## config.mk

```make
export PLATFORM = sky130hd
export DESIGN_NAME = div_seq_flat
export DESIGN_NICKNAME = d
export VERILOG_FILES = /design/src/rtl/div_seq_if.sv /design/src/rtl/div_seq.sv /design/src/flat_wrapper.sv
export SDC_FILE = /design/constraint.sdc
export NUM_CORES = 1
export LEC_CHECK = 0
export ABC_AREA = 1
export CORE_ASPECT_RATIO = 1.2
export CORE_MARGIN = 4
export CORE_UTILIZATION = 60
export CTS_CLUSTER_SIZE = 28
export DETAILED_ROUTE_END_ITERATION = 8
export PLACE_DENSITY = 0.86
export SYNTH_ARGS = -nofsm -noshare
export SYNTH_HDL_FRONTEND = slang
export SYNTH_SLANG_ARGS = --single-unit
```

## constraint.sdc

```tcl
create_clock -name clk -period 3 [get_ports clk]
set_input_delay 0.6 -clock clk [delete_from_list [all_inputs] [get_ports clk]]
set_output_delay 0.6 -clock clk [all_outputs]
set_load 0.02 [all_outputs]
```

## src/rtl/div_seq_if.sv

```systemverilog
// Start/busy/done handshake and operand/result bus of the sequential divider.
// The driver uses the master modport and the divider uses the slave modport.
interface div_seq_if #(
  parameter int unsigned DSZ = 32
);
  logic           start;
  logic           sgn;
  logic [DSZ-1:0] x;
  logic [DSZ-1:0] y;
  logic           busy;
  logic           done;
  logic           z;
  logic           ovf;
  logic [DSZ-1:0] q;
  logic [DSZ-1:0] r;

  modport master (
    output start, sgn, x, y,
    input  busy, done, z, ovf, q, r
  );

  modport slave (
    input  start, sgn, x, y,
    output busy, done, z, ovf, q, r
  );
endinterface

```

## src/rtl/div_seq.sv

```systemverilog
// Sequential restoring divider retiring BPC quotient bits per cycle (IDLE -> RUN -> FIX).
// Java signed semantics are compiled in only when DIV_SIGNED_EN is defined.
module div_seq #(
  parameter int unsigned DSZ = 32,
  parameter int unsigned BPC = 1
) (
  input logic       clk,
  input logic       rst,
  div_seq_if.slave  bus
);

  localparam int unsigned N    = DSZ / BPC;
  localparam int unsigned CntW = (N > 1) ? $clog2(N) : 1;

  typedef enum logic [1:0] {StIdle, StRun, StFix} state_e;

  state_e         state_q, state_d;
  logic [CntW-1:0] cnt_q, cnt_d;
  logic [DSZ:0]   rem_q, rem_d;
  logic [DSZ-1:0] dvd_q, dvd_d;
  logic [DSZ-1:0] dvs_q, dvs_d;
  logic           zp_q, zp_d;
  logic           busy_q, busy_d;
  logic           done_q, done_d;
  logic           z_q, z_d;
  logic [DSZ-1:0] q_q, q_d;
  logic [DSZ-1:0] r_q, r_d;

  logic [DSZ-1:0] mag_x, mag_y;
  logic [DSZ-1:0] q_fix, r_fix;
  logic [DSZ:0]   step_rem;
  logic [DSZ-1:0] step_dvd;

`ifdef DIV_SIGNED_EN
  logic qneg_q, qneg_d;
  logic rneg_q, rneg_d;
  logic ovfp_q, ovfp_d;
  logic ovf_q, ovf_d;
  logic sx, sy, ovf_det;

  always_comb begin
    sx      = bus.sgn & bus.x[DSZ-1];
    sy      = bus.sgn & bus.y[DSZ-1];
    mag_x   = sx ? -bus.x : bus.x;
    mag_y   = sy ? -bus.y : bus.y;
    ovf_det = bus.sgn & (bus.x == {1'b1, {(DSZ-1){1'b0}}}) & (&bus.y);
    q_fix   = qneg_q ? -dvd_q : dvd_q;
    r_fix   = rneg_q ? -rem_q[DSZ-1:0] : rem_q[DSZ-1:0];
  end

  assign bus.ovf = ovf_q;
`else
  logic unused_sgn;
  assign unused_sgn = bus.sgn;

  always_comb begin
    mag_x = bus.x;
    mag_y = bus.y;
    q_fix = dvd_q;
    r_fix = rem_q[DSZ-1:0];
  end

  assign bus.ovf = 1'b0;
`endif

  // BPC chained restoring steps; the dividend register fills with quotient bits from the right.
  always_comb begin
    step_rem = rem_q;
    step_dvd = dvd_q;
    for (int i = 0; i < int'(BPC); i++) begin
      step_rem = {step_rem[DSZ-1:0], step_dvd[DSZ-1]};
      step_dvd = {step_dvd[DSZ-2:0], 1'b0};
      if (step_rem >= {1'b0, dvs_q}) begin
        step_rem    = step_rem - {1'b0, dvs_q};
        step_dvd[0] = 1'b1;
      end
    end
  end

  always_comb begin
    state_d = state_q;
    cnt_d   = cnt_q;
    rem_d   = rem_q;
    dvd_d   = dvd_q;
    dvs_d   = dvs_q;
    zp_d    = zp_q;
    busy_d  = busy_q;
    done_d  = 1'b0;
    z_d     = z_q;
    q_d     = q_q;
    r_d     = r_q;
`ifdef DIV_SIGNED_EN
    qneg_d  = qneg_q;
    rneg_d  = rneg_q;
    ovfp_d  = ovfp_q;
    ovf_d   = ovf_q;
`endif
    unique case (state_q)
      StIdle: begin
        if (bus.start) begin
          busy_d = 1'b1;
          if (bus.y == '0) begin
            // Zero divisor skips RUN; FIX then emits q=0, r=x through the normal path.
            state_d = StFix;
            zp_d    = 1'b1;
            dvd_d   = '0;
            rem_d   = {1'b0, bus.x};
`ifdef DIV_SIGNED_EN
            qneg_d  = 1'b0;
            rneg_d  = 1'b0;
            ovfp_d  = 1'b0;
`endif
          end else begin
            state_d = StRun;
            zp_d    = 1'b0;
            cnt_d   = CntW'(N - 1);
            rem_d   = '0;
            dvd_d   = mag_x;
            dvs_d   = mag_y;
`ifdef DIV_SIGNED_EN
            qneg_d  = sx ^ sy;
            rneg_d  = sx;
            ovfp_d  = ovf_det;
`endif
          end
        end
      end
      StRun: begin
        rem_d = step_rem;
        dvd_d = step_dvd;
        if (cnt_q == '0) begin
          state_d = StFix;
        end else begin
          cnt_d = cnt_q - CntW'(1);
        end
      end
      StFix: begin
        state_d = StIdle;
        busy_d  = 1'b0;
        done_d  = 1'b1;
        z_d     = zp_q;
        q_d     = q_fix;
        r_d     = r_fix;
`ifdef DIV_SIGNED_EN
        ovf_d   = ovfp_q;
`endif
      end
      default: state_d = StIdle;
    endcase
  end

  always_ff @(posedge clk) begin
    if (!rst) begin
      state_q <= StIdle;
      cnt_q   <= '0;
      rem_q   <= '0;
      dvd_q   <= '0;
      dvs_q   <= '0;
      zp_q    <= 1'b0;
      busy_q  <= 1'b0;
      done_q  <= 1'b0;
      z_q     <= 1'b0;
      q_q     <= '0;
      r_q     <= '0;
`ifdef DIV_SIGNED_EN
      qneg_q  <= 1'b0;
      rneg_q  <= 1'b0;
      ovfp_q  <= 1'b0;
      ovf_q   <= 1'b0;
`endif
    end else begin
      state_q <= state_d;
      cnt_q   <= cnt_d;
      rem_q   <= rem_d;
      dvd_q   <= dvd_d;
      dvs_q   <= dvs_d;
      zp_q    <= zp_d;
      busy_q  <= busy_d;
      done_q  <= done_d;
      z_q     <= z_d;
      q_q     <= q_d;
      r_q     <= r_d;
`ifdef DIV_SIGNED_EN
      qneg_q  <= qneg_d;
      rneg_q  <= rneg_d;
      ovfp_q  <= ovfp_d;
      ovf_q   <= ovf_d;
`endif
    end
  end

  assign bus.busy = busy_q;
  assign bus.done = done_q;
  assign bus.z    = z_q;
  assign bus.q    = q_q;
  assign bus.r    = r_q;

endmodule

```

## src/flat_wrapper.sv

```systemverilog
// flat-port wrapper written by rule: the top's interface ports become plain ports
module div_seq_flat 
#(
  parameter int unsigned DSZ = 32,
  parameter int unsigned BPC = 1
)
  (clk, rst, bus_start, bus_sgn, bus_x, bus_y, bus_busy, bus_done, bus_z, bus_ovf, bus_q, bus_r);
  div_seq_if #(.DSZ(DSZ)) bus_i ();
  input logic clk;
  input logic rst;
  input wire logic [$bits(bus_i.start)-1:0] bus_start;
  input wire logic [$bits(bus_i.sgn)-1:0] bus_sgn;
  input wire logic [$bits(bus_i.x)-1:0] bus_x;
  input wire logic [$bits(bus_i.y)-1:0] bus_y;
  output wire logic [$bits(bus_i.busy)-1:0] bus_busy;
  output wire logic [$bits(bus_i.done)-1:0] bus_done;
  output wire logic [$bits(bus_i.z)-1:0] bus_z;
  output wire logic [$bits(bus_i.ovf)-1:0] bus_ovf;
  output wire logic [$bits(bus_i.q)-1:0] bus_q;
  output wire logic [$bits(bus_i.r)-1:0] bus_r;
  assign bus_i.start = bus_start;
  assign bus_i.sgn = bus_sgn;
  assign bus_i.x = bus_x;
  assign bus_i.y = bus_y;
  assign bus_busy = bus_i.busy;
  assign bus_done = bus_i.done;
  assign bus_z = bus_i.z;
  assign bus_ovf = bus_i.ovf;
  assign bus_q = bus_i.q;
  assign bus_r = bus_i.r;
  div_seq #(.DSZ(DSZ), .BPC(BPC)) u_core (.clk(clk), .rst(rst), .bus(bus_i));
endmodule
```

# Word-level counts from Yosys, hierarchy flattened
# Cells that the tools add are included.
# classes
n_addsub,2
multipliers,0
n_div,0
order_cmp,1
eq_ne,6
n_shift,0
mux,20
bitwise,1
n_reduce_logical,11
# ops
operator,count
32-bit 2-to-1 mux,5
32-bit case mux with 2 select lines,2
33-bit by 32-bit >= comparator with 1-bit output,1
32-bit logical NOT,1
32-bit subtractor,1
5-bit 2-to-1 mux,3
5-bit case mux with 2 select lines,1
2-bit AND reduction,4
2-bit 2-to-1 mux,3
2-bit inequality test (second input constant),3
5-bit logical NOT,1
5-bit by 1-bit subtractor with 5-bit output (second input constant),1
1-bit 2-to-1 mux,4
2-bit case mux with 2 select lines,1
4-bit AND reduction,1
2-bit nonzero test,2
3-bit AND reduction,1
2-bit by 1-bit == test with 1-bit output (second input constant),1
2-bit == test (second input constant),1
2-bit logical NOT,1
2-bit by 1-bit inequality test with 1-bit output (second input constant),1
1-bit case mux with 2 select lines,1
1-bit NOT,1
# totals
regBits,171
latchBits,0
ramBits,0
rom_bits,0
inputBits,68
output_inout_bits,68
memories,0

# Logic depth before layout (Yosys ltp)
# Gate-level depths: netlist of the first run.
# logic_depth
depth_word,4
mapped_depth,16
mapped_depth_nobuf,16

# Least setup slack after synthesis of the first run
# OpenSTA, ideal clock, no wires.
# synth_timing
path_type,register to register
start,register u_core.dvd_q[31]
end,register u_core.rem_q[28]
arrival_time_ps,1821
required_time_ps,2934
path_slack_ps,1113
path_stages_with_launch,17
path_buffers,0
synth_period_minus_slack_ps,1887
path_cell_list,dfxtp_1 > inv_1 > ha_1 > fa_1 > inv_1 > nand2_1 > nand2_1 > nand3_1 > nand2_1 > nand2_1 > nand2_1 > nand2_1 > nand2_1 > nand2_1 > nand3_1 > nand2_1 > a21oi_2
# synth_between
elab_chain_len,3
elab_cells_between_ends,4
classes_between,add/sub (1); order compare (1); mux (2)
# synth_lines
item,line,rtl
from (decl),div_seq.sv:20,"logic [DSZ-1:0] dvd_q, dvd_d;"
from (signal assigned),div_seq.sv:175,dvd_q <= dvd_d;
32-bit subtractor / 33-bit by 32-bit >= comparator with 1-bit output (equally long branches),"div_seq.sv:74, div_seq.sv:73",
32-bit 2-to-1 mux *,div_seq.sv:73,"if (step_rem >= {1'b0, dvs_q}) begin"
32-bit case mux with 2 select lines *,div_seq.sv:98,unique case (state_q)
to (signal assigned),div_seq.sv:174,rem_q <= rem_d;
to (decl),div_seq.sv:19,"logic [DSZ:0] rem_q, rem_d;"
# Every way passes the cells marked *; elsewhere a longest branch is shown, timed or not.
# A chain may end at the register's enable or synchronous reset.

# Final worst setup path of the first run
# layout_timing
start,register u_core.rem_q[12]
end,register u_core.rem_q[29]
# layout_between
elab_chain_len,3
elab_cells_between_ends,4
classes_between,add/sub (1); order compare (1); mux (2)
# layout_lines
item,line
32-bit subtractor / 33-bit by 32-bit >= comparator with 1-bit output (equally long branches),"div_seq.sv:74, div_seq.sv:73"
32-bit 2-to-1 mux *,div_seq.sv:73
32-bit case mux with 2 select lines *,div_seq.sv:98
# Marked as above.

==> results.ini, run 1 <==
[grt]
grt_max_degree = 72
antenna_found_initial = 0
grt_overflow = 0
grt_usage_pct = 29.5
grt_pass1_vias = 9135
grt_pass1_wl_um = 45300

[power_and_ir_drop]
fin_total_pwr_mw = 8.37
internal-power_mw = 4.91
power_frac_seq_pct = 32.5
powerDensity_nw_per_um2 = 696
p_sw_share_pct = 41.4
cellLeakagePower_nw = 5.56
switchingPower_mw = 3.46
peakVddDrop_uv = 364
combPwrFrac_pct = 41.0
power.clock.fraction_pct = 26.5

[clock_tree]
clk_pin_slew_ns = 0.07
clock_sinks = 171
cts_root_buf = clkbuf_16
cts_max_level = 4
holdBufCountCts = 0
cts_buffers = 17
clk_latency_ns = 0.43
cts_setup_buffers = 0
cts_tree = built
ctsLongestPathBuffers = 2
cts_resized = 0

[floorplan]
core-area_um2 = 16300
initial_core_util_pct = 61.4
num_io_pins = 136
rows = 51
die_y_um = 150
die_w_um = 126
dieArea_um2 = 18800

[worst_setup_path]
critical_path_required_ns = 3.32
cp_data_arrival_time_ns = 3.07
reg2reg_slack_ns = 0.25
critPathLaunchType = register
crit_type = reg -> reg
crit_fanout = 33
cp-end-kind = register

[layout]
instances_no_fill = 1882
fin_nets = 1760
post-route-util_pct = 73.6
antenna-diode-count = 0
syn2layout_area_growth_pct = 20.0
fin_area_um2 = 12000
layout-drive-gt1-share_pct = 6.59
n_fill_cell = 1401

[detailed_routing]
routed_wl_um = 28100
drt_iter0_drc = 858
drt_pass1_iterations = 5
vias = 10144
post_drt_wl_per_cell_um = 14.9
avgViaCountPerCell = 5.39
route.detailed.drc = 0
ant_nets = 0

[timing]
timing.final.ws_setup_ns = 0.248
fin_worst_skew_ns = 0.00940
rsz0062_at_grt = false
setup_viol = 0
timing.fmax_mhz = 363
period_share_pct = 91.7
setup_tns_ns = 0
holdWs_ns = 0.466
slew_headroom_pct = 56.6
fin_crit_ns = 2.75
finalHoldViolations = 0
drv_slew = 0
worst_pin_slew_ns = 0.650

[synthesis]
yosysSeqAreaShare_pct = 34.2
synth_fp_nets = 1665
synth_cells = 1562
synth_top_flop_cell = dfxtp_1
synth_edf_count = 0
ys_ff_latch = 171
ys_types = 37
yosysWarnings = 0
synthesis.area_um2 = 10000
synthArstFlopShare_pct = 0
avgSynthCellArea_um2 = 6.42

[min_path]
hold_class = reg -> reg

[placement]
hpwlAfterDp_um = 21500
placement.cell_area_um2 = 11400
gp_congestion = 0.937
pre_cts_ws_ns = 0.113
place_inst = 1850
io_buffers = 133

[flow_run]
cap_violations = 0

[status]
status = completed

-- area by class of cell --
cell class	count	area (um2)	area share, %
sequential	171	3420	28.5
inverter	221	830	6.90
clock buffer	18	429	3.57
multi-input combinational	1093	5410	45.0
tap	212	265	2.21
clock inverter	14	158	1.31
timing repair buffer	153	1520	12.6
-- registers in the layout (all words and copies together) (netlist names), 2 cells and up --
| name | flops |
|---|---|
| u_core.dvs_q | 32 |
| u_core.dvd_q | 32 |
| u_core.bus.r | 32 |
| u_core.cnt_q | 5 |
| u_core.state_q | 2 |
| u_core.bus.q | 32 |
| u_core.rem_q | 32 |
-- critical path, stage by stage, from the launching register on --
cell,delay (ns)
dfxtp_1,0.45
ha_1,0.36
nand2_1,0.15
nor2_1,0.08
nand2_1,0.15
nor2_2,0.06
inv_2,0.07
nor2_4,0.04
nor2_4,0.48
nand2_4,0.36
nand2_4,0.24
nand2_1,0.07
nand2_1,0.07
a21oi_2,0.05
-- path summary, 6_finish.rpt --
kind,startpoint,to,depth (start not counted)
worst max-delay path,u_core.rem_q[12],u_core.rem_q[29],13
worst min-delay path,u_core.dvs_q[10],u_core.dvs_q[10],2
worst max register to register,u_core.rem_q[12],u_core.rem_q[29],13
worst min register to register,u_core.dvs_q[10],u_core.dvs_q[10],2
-- per-layer routing --
metal / part of all wire (%) / GRT usage [%]
met5: 0 / 0
met3: 5.6 / 4.21
met2: 48 / 50.5
met1: 43 / 38.0
met4: 3.0 / 10.8
-- kinds of logic (layout without fill, tap and decap cells) --
kind of cell | count (synthesis) | after routing | synth area share (%)
AND/OR/NAND/NOR | 692 | 692 | 29.3
AO/OA/AOI/OAI | 350 | 350 | 18.6
other | 1 | 1 | 0.0374
flip-flops | 171 | 171 | 34.2
XOR/XNOR | 15 | 15 | 1.31
buffers and inverters | 298 | 406 | 12.1
adder cells (fa/ha/maj) | 35 | 35 | 4.44
-- power by group through the flow --
stage	Sequential [mW]	Clock [mW]	Combinational (mW)
6_report	2.72	2.21	3.43
5_1_grt	2.74	2.32	3.86
4_1_cts	2.71	2.23	3.41
3_5_place_dp	2.76	0	3.38
3_3_place_gp	2.75	0	3.33
2_1_floorplan	2.74	0	2.53
-- layout by cell type, fill, tap and decap left out, types with 5 or more instances in the layout --
cell type	n
and2_1	6
nand4_1	9
o21ai_0	132
nor4_1	8
nand3_1	65
clkdlybuf4s50_1	132
xnor2_1	13
nor2_2	7
ha_1	34
nand2_1	350
a21oi_2	29
inv_1	216
clkbuf_16	17
a21oi_1	156
o21ai_1	31
buf_4	18
nor2_1	201
dfxtp_1	171
nand2_2	5
nand3b_1	25
-- cell usage after synthesis (2+ instances only) --
library cell | count | area, um2
nor3_1 | 3 | 15.0
a21oi_1 | 156 | 781
nand2_2 | 5 | 31.3
o21ai_1 | 31 | 155
o21ai_0 | 132 | 661
clkbuf_1 | 51 | 191
nand4_1 | 9 | 56.3
buf_4 | 4 | 30.0
buf_6 | 7 | 78.8
nor2_2 | 7 | 43.8
nor4_1 | 8 | 50.1
nand3_1 | 65 | 325
nand2_4 | 3 | 33.8
nor2_1 | 203 | 762
nand3b_1 | 25 | 188
nand3_2 | 2 | 20.0
buf_2 | 13 | 65.1
xnor2_1 | 13 | 114
nand2_1 | 350 | 1310
or2_2 | 2 | 12.5
inv_2 | 4 | 15.0
a21oi_2 | 29 | 254
inv_1 | 216 | 811
dfxtp_1 | 171 | 3420
xor2_1 | 2 | 17.5
and2_1 | 6 | 37.5
ha_1 | 34 | 425
nor2_4 | 2 | 22.5
(Power assumes the default switching activity.)
==> run 2, diff against run 1 <==
--- a/config.mk
+++ b/config.mk
@@ -6,6 +6,8 @@
 export NUM_CORES = 1
 export LEC_CHECK = 0
 export ABC_AREA = 1
+export ABC_CLOCK_PERIOD_IN_PS = 3000
+export CAP_MARGIN = 0
 export CORE_ASPECT_RATIO = 1.2
 export CORE_MARGIN = 4
 export CORE_UTILIZATION = 60
==> results of run 2 <==
The final DEF is identical to that of run 1; final timing and power are the same.
==> run 3, diff against run 2 <==
--- a/config.mk
+++ b/config.mk
@@ -13,7 +13,7 @@
 export CORE_UTILIZATION = 60
 export CTS_CLUSTER_SIZE = 28
 export DETAILED_ROUTE_END_ITERATION = 8
-export PLACE_DENSITY = 0.86
+export PLACE_DENSITY_LB_ADDON = 0.25
 export SYNTH_ARGS = -nofsm -noshare
 export SYNTH_HDL_FRONTEND = slang
 export SYNTH_SLANG_ARGS = --single-unit
==> run 3 against run 2 <==
Non-clock buffer count increased by 1. Register-to-register slack improved by 0.08 ns. First-iteration DRC count up 14%. Total power shrank 0.22%. Die area is the same.
==> results.ini, run 3 (synthesis gave the netlist of run 1 again) <==
[status]
status = completed

[timing]
setup_viol = 0  ; unchanged
rsz0062_at_grt = false
fin_worst_skew_ns = 0.0103  ; +0.000906 ns
drv_slew = 0  ; unchanged
holdWs_ns = 0.461  ; -0.00466 ns
timing.fmax_mhz = 374  ; +2.9%
fin_crit_ns = 2.67  ; -0.0780 ns
period_share_pct = 89.1  ; -2.6 points
slew_headroom_pct = 23.9  ; -33 points
worst_pin_slew_ns = 1.14  ; +0.489 ns
finalHoldViolations = 0  ; unchanged
setup_tns_ns = 0  ; unchanged

[worst_setup_path]
critPathLaunch = u_core.rem_q[21]
critPathLaunchType = register
crit_path_frequent_cell = nand2_1
path_cells = ha_1, nand2_1, nand2_1, nand2_1, nand2_1, inv_1, nand2_1, nand2_1, nand2_2, nor2_4, nand2_4, nand2_4, nand2_1, nand2_1, a21oi_2
timing.critical_path.to = u_core.rem_q[30]
cp-end-kind = register
critical_path_required_ns = 3.32  ; about the same
slowest_delay_ns = 0.49  ; about the same
crit_fanout = 33  ; unchanged
cp_data_arrival_time_ns = 3.00  ; -0.07 ns
r2r-end = u_core.rem_q[30]
r2r_cells = 15  ; +2
reg2reg_slack_ns = 0.33  ; +0.08 ns
crit-reg2reg-launch = u_core.rem_q[21]
cpMaxStageDelayCell = dfxtp_1
crit_type = reg -> reg

[grt]
grt_overflow = 0  ; unchanged
antenna_found_initial = 0  ; unchanged
grt_pass1_vias = 9346  ; +2.3%
grt_usage_pct = 29.6  ; +0.090 points
grt_pass1_wl_um = 45500  ; +0.53%
grt_max_degree = 102  ; +42%

[layout]
antenna-diode-count = 0  ; unchanged
final_cell_mix = nand2_1 (350), inv_1 (216), nor2_1 (201)
layout-drive-gt1-share_pct = 6.76  ; +0.17 points
final_common_cell = nand2_1
syn2layout_area_growth_pct = 20.2
post-route-util_pct = 73.7  ; +0.084 points
fin_nets = 1762  ; +0.11%
fin_area_um2 = 12000  ; +0.11%

[power_and_ir_drop]
peakVddDrop_uv = 380  ; +4.5%
cellLeakagePower_nw = 5.57  ; +0.12%
fin_total_pwr_mw = 8.35  ; -0.22%
powerDensity_nw_per_um2 = 693  ; -0.33%

[clock_tree]
clock_sinks = 171  ; unchanged
clk_latency_ns = 0.43  ; about the same
ctsLongestPathBuffers = 2  ; unchanged
cts_buffers = 17  ; unchanged
cts_tree = built
cts_setup_buffers = 0  ; unchanged
cts_max_level = 4  ; unchanged
holdBufCountCts = 0  ; unchanged
clk_pin_slew_ns = 0.07  ; about the same
cts_root_buf = clkbuf_16
cts_resized = 0  ; unchanged

[placement]
hpwlAfterDp_um = 21200  ; -1.3%
placement.cell_area_um2 = 11400  ; about the same
gp_congestion = 0.953  ; +1.6%
io_buffers = 133  ; unchanged

[floorplan]
rows = 51  ; unchanged
dieArea_um2 = 18800  ; unchanged
initial_core_util_pct = 61.4  ; unchanged
die_w_um = 126  ; unchanged
core-area_um2 = 16300  ; unchanged
die_y_um = 150  ; unchanged
num_io_pins = 136  ; unchanged

[detailed_routing]
drt_pass1_iterations = 6  ; +1
avgViaCountPerCell = 5.38  ; -0.20%
routed_wl_um = 28200  ; +0.47%
post_drt_wl_per_cell_um = 15.0  ; +0.36%
drt_iter0_drc = 981  ; +14%
ant_nets = 0  ; unchanged
vias = 10134  ; -0.099%
route.detailed.drc = 0  ; unchanged

[min_path]
hold_depth = 2  ; unchanged
hold_class = reg -> reg

[flow_run]
cap_violations = 0  ; unchanged

## run 3: cell types whose count changed in the layout (fill, tap and decap cells not counted), sizes merged
cell / previous run / this run
clkbuf: 18 / 19
nor2: 212 / 213
inv: 226 / 225
clkinv: 5 / 4
clkinvlp: 3 / 4
buf: 21 / 22
## run 3: worst max-delay path, delay by kind of cell (launching register included)
kind                     cells  cell delay (ns)
AO/OA/AOI/OAI                1             0.05
AND/OR/NAND/NOR             12             1.60
adder cells (fa/ha/maj)      1             0.34
buffers and inverters        1             0.06
flip-flops                   1             0.49
## run 3: worst min-delay path by stage
stage | to | from | slack, ns
6_report | u_core.dvs_q[14] | u_core.dvs_q[14] | 0.46
5_1_grt | u_core.bus.busy | u_core.bus.busy | 0.49
4_1_cts | u_core.dvs_q[14] | u_core.dvs_q[14] | 0.46
3_5_place_dp | u_core.dvs_q[14] | u_core.dvs_q[14] | 0.45
3_3_place_gp | u_core.dvs_q[22] | u_core.dvs_q[22] | 0.45
2_1_floorplan | u_core.dvs_q[13] | u_core.dvs_q[13] | 0.44
## run 3: area by class of cell
class | instances | area, um2
clock buffers | 19 | 453
clock inverters | 13 | 134
fillers | 1395 | 4290
inverters | 221 | 830
multi-input cells | 1094 | 5410
flip-flops and latches | 171 | 3420
well taps | 212 | 265
repair buffers | 154 | 1520
## run 3: stage by stage
| stage | std cells | worst slack (ns) |
|---|---|---|
| after floorplan | 1562 | 1.11 |
| after global placement | 1851 | 0.271 |
| after detailed placement | 1851 | 0.220 |
| after CTS | 1883 | 0.285 |
| after global routing | 1884 | 0.155 |
| final | 1884 | 0.326 |
## run 3: power breakdown
| part | leakage [nW] | switching (mW) | internal [mW] | total (mW) |
|---|---|---|---|---|
| clock network | 0.278 | 0.983 | 1.21 | 2.19 |
| registers | 1.40 | 0.200 | 2.52 | 2.72 |
| logic | 3.88 | 2.23 | 1.21 | 3.44 |
| total | 5.57 | 3.41 | 4.94 | 8.35 |
## run 3: layer usage
metal / share of wire (%) / vias up / GRT usage [%]
met3: 6.3 / 51 / 5.03
met5: 0 / - / 0
met1: 43 / 4570 / 37.8
met4: 2.7 / 0 / 9.82
li1: - / 5170 / -
met2: 48 / 343 / 50.9
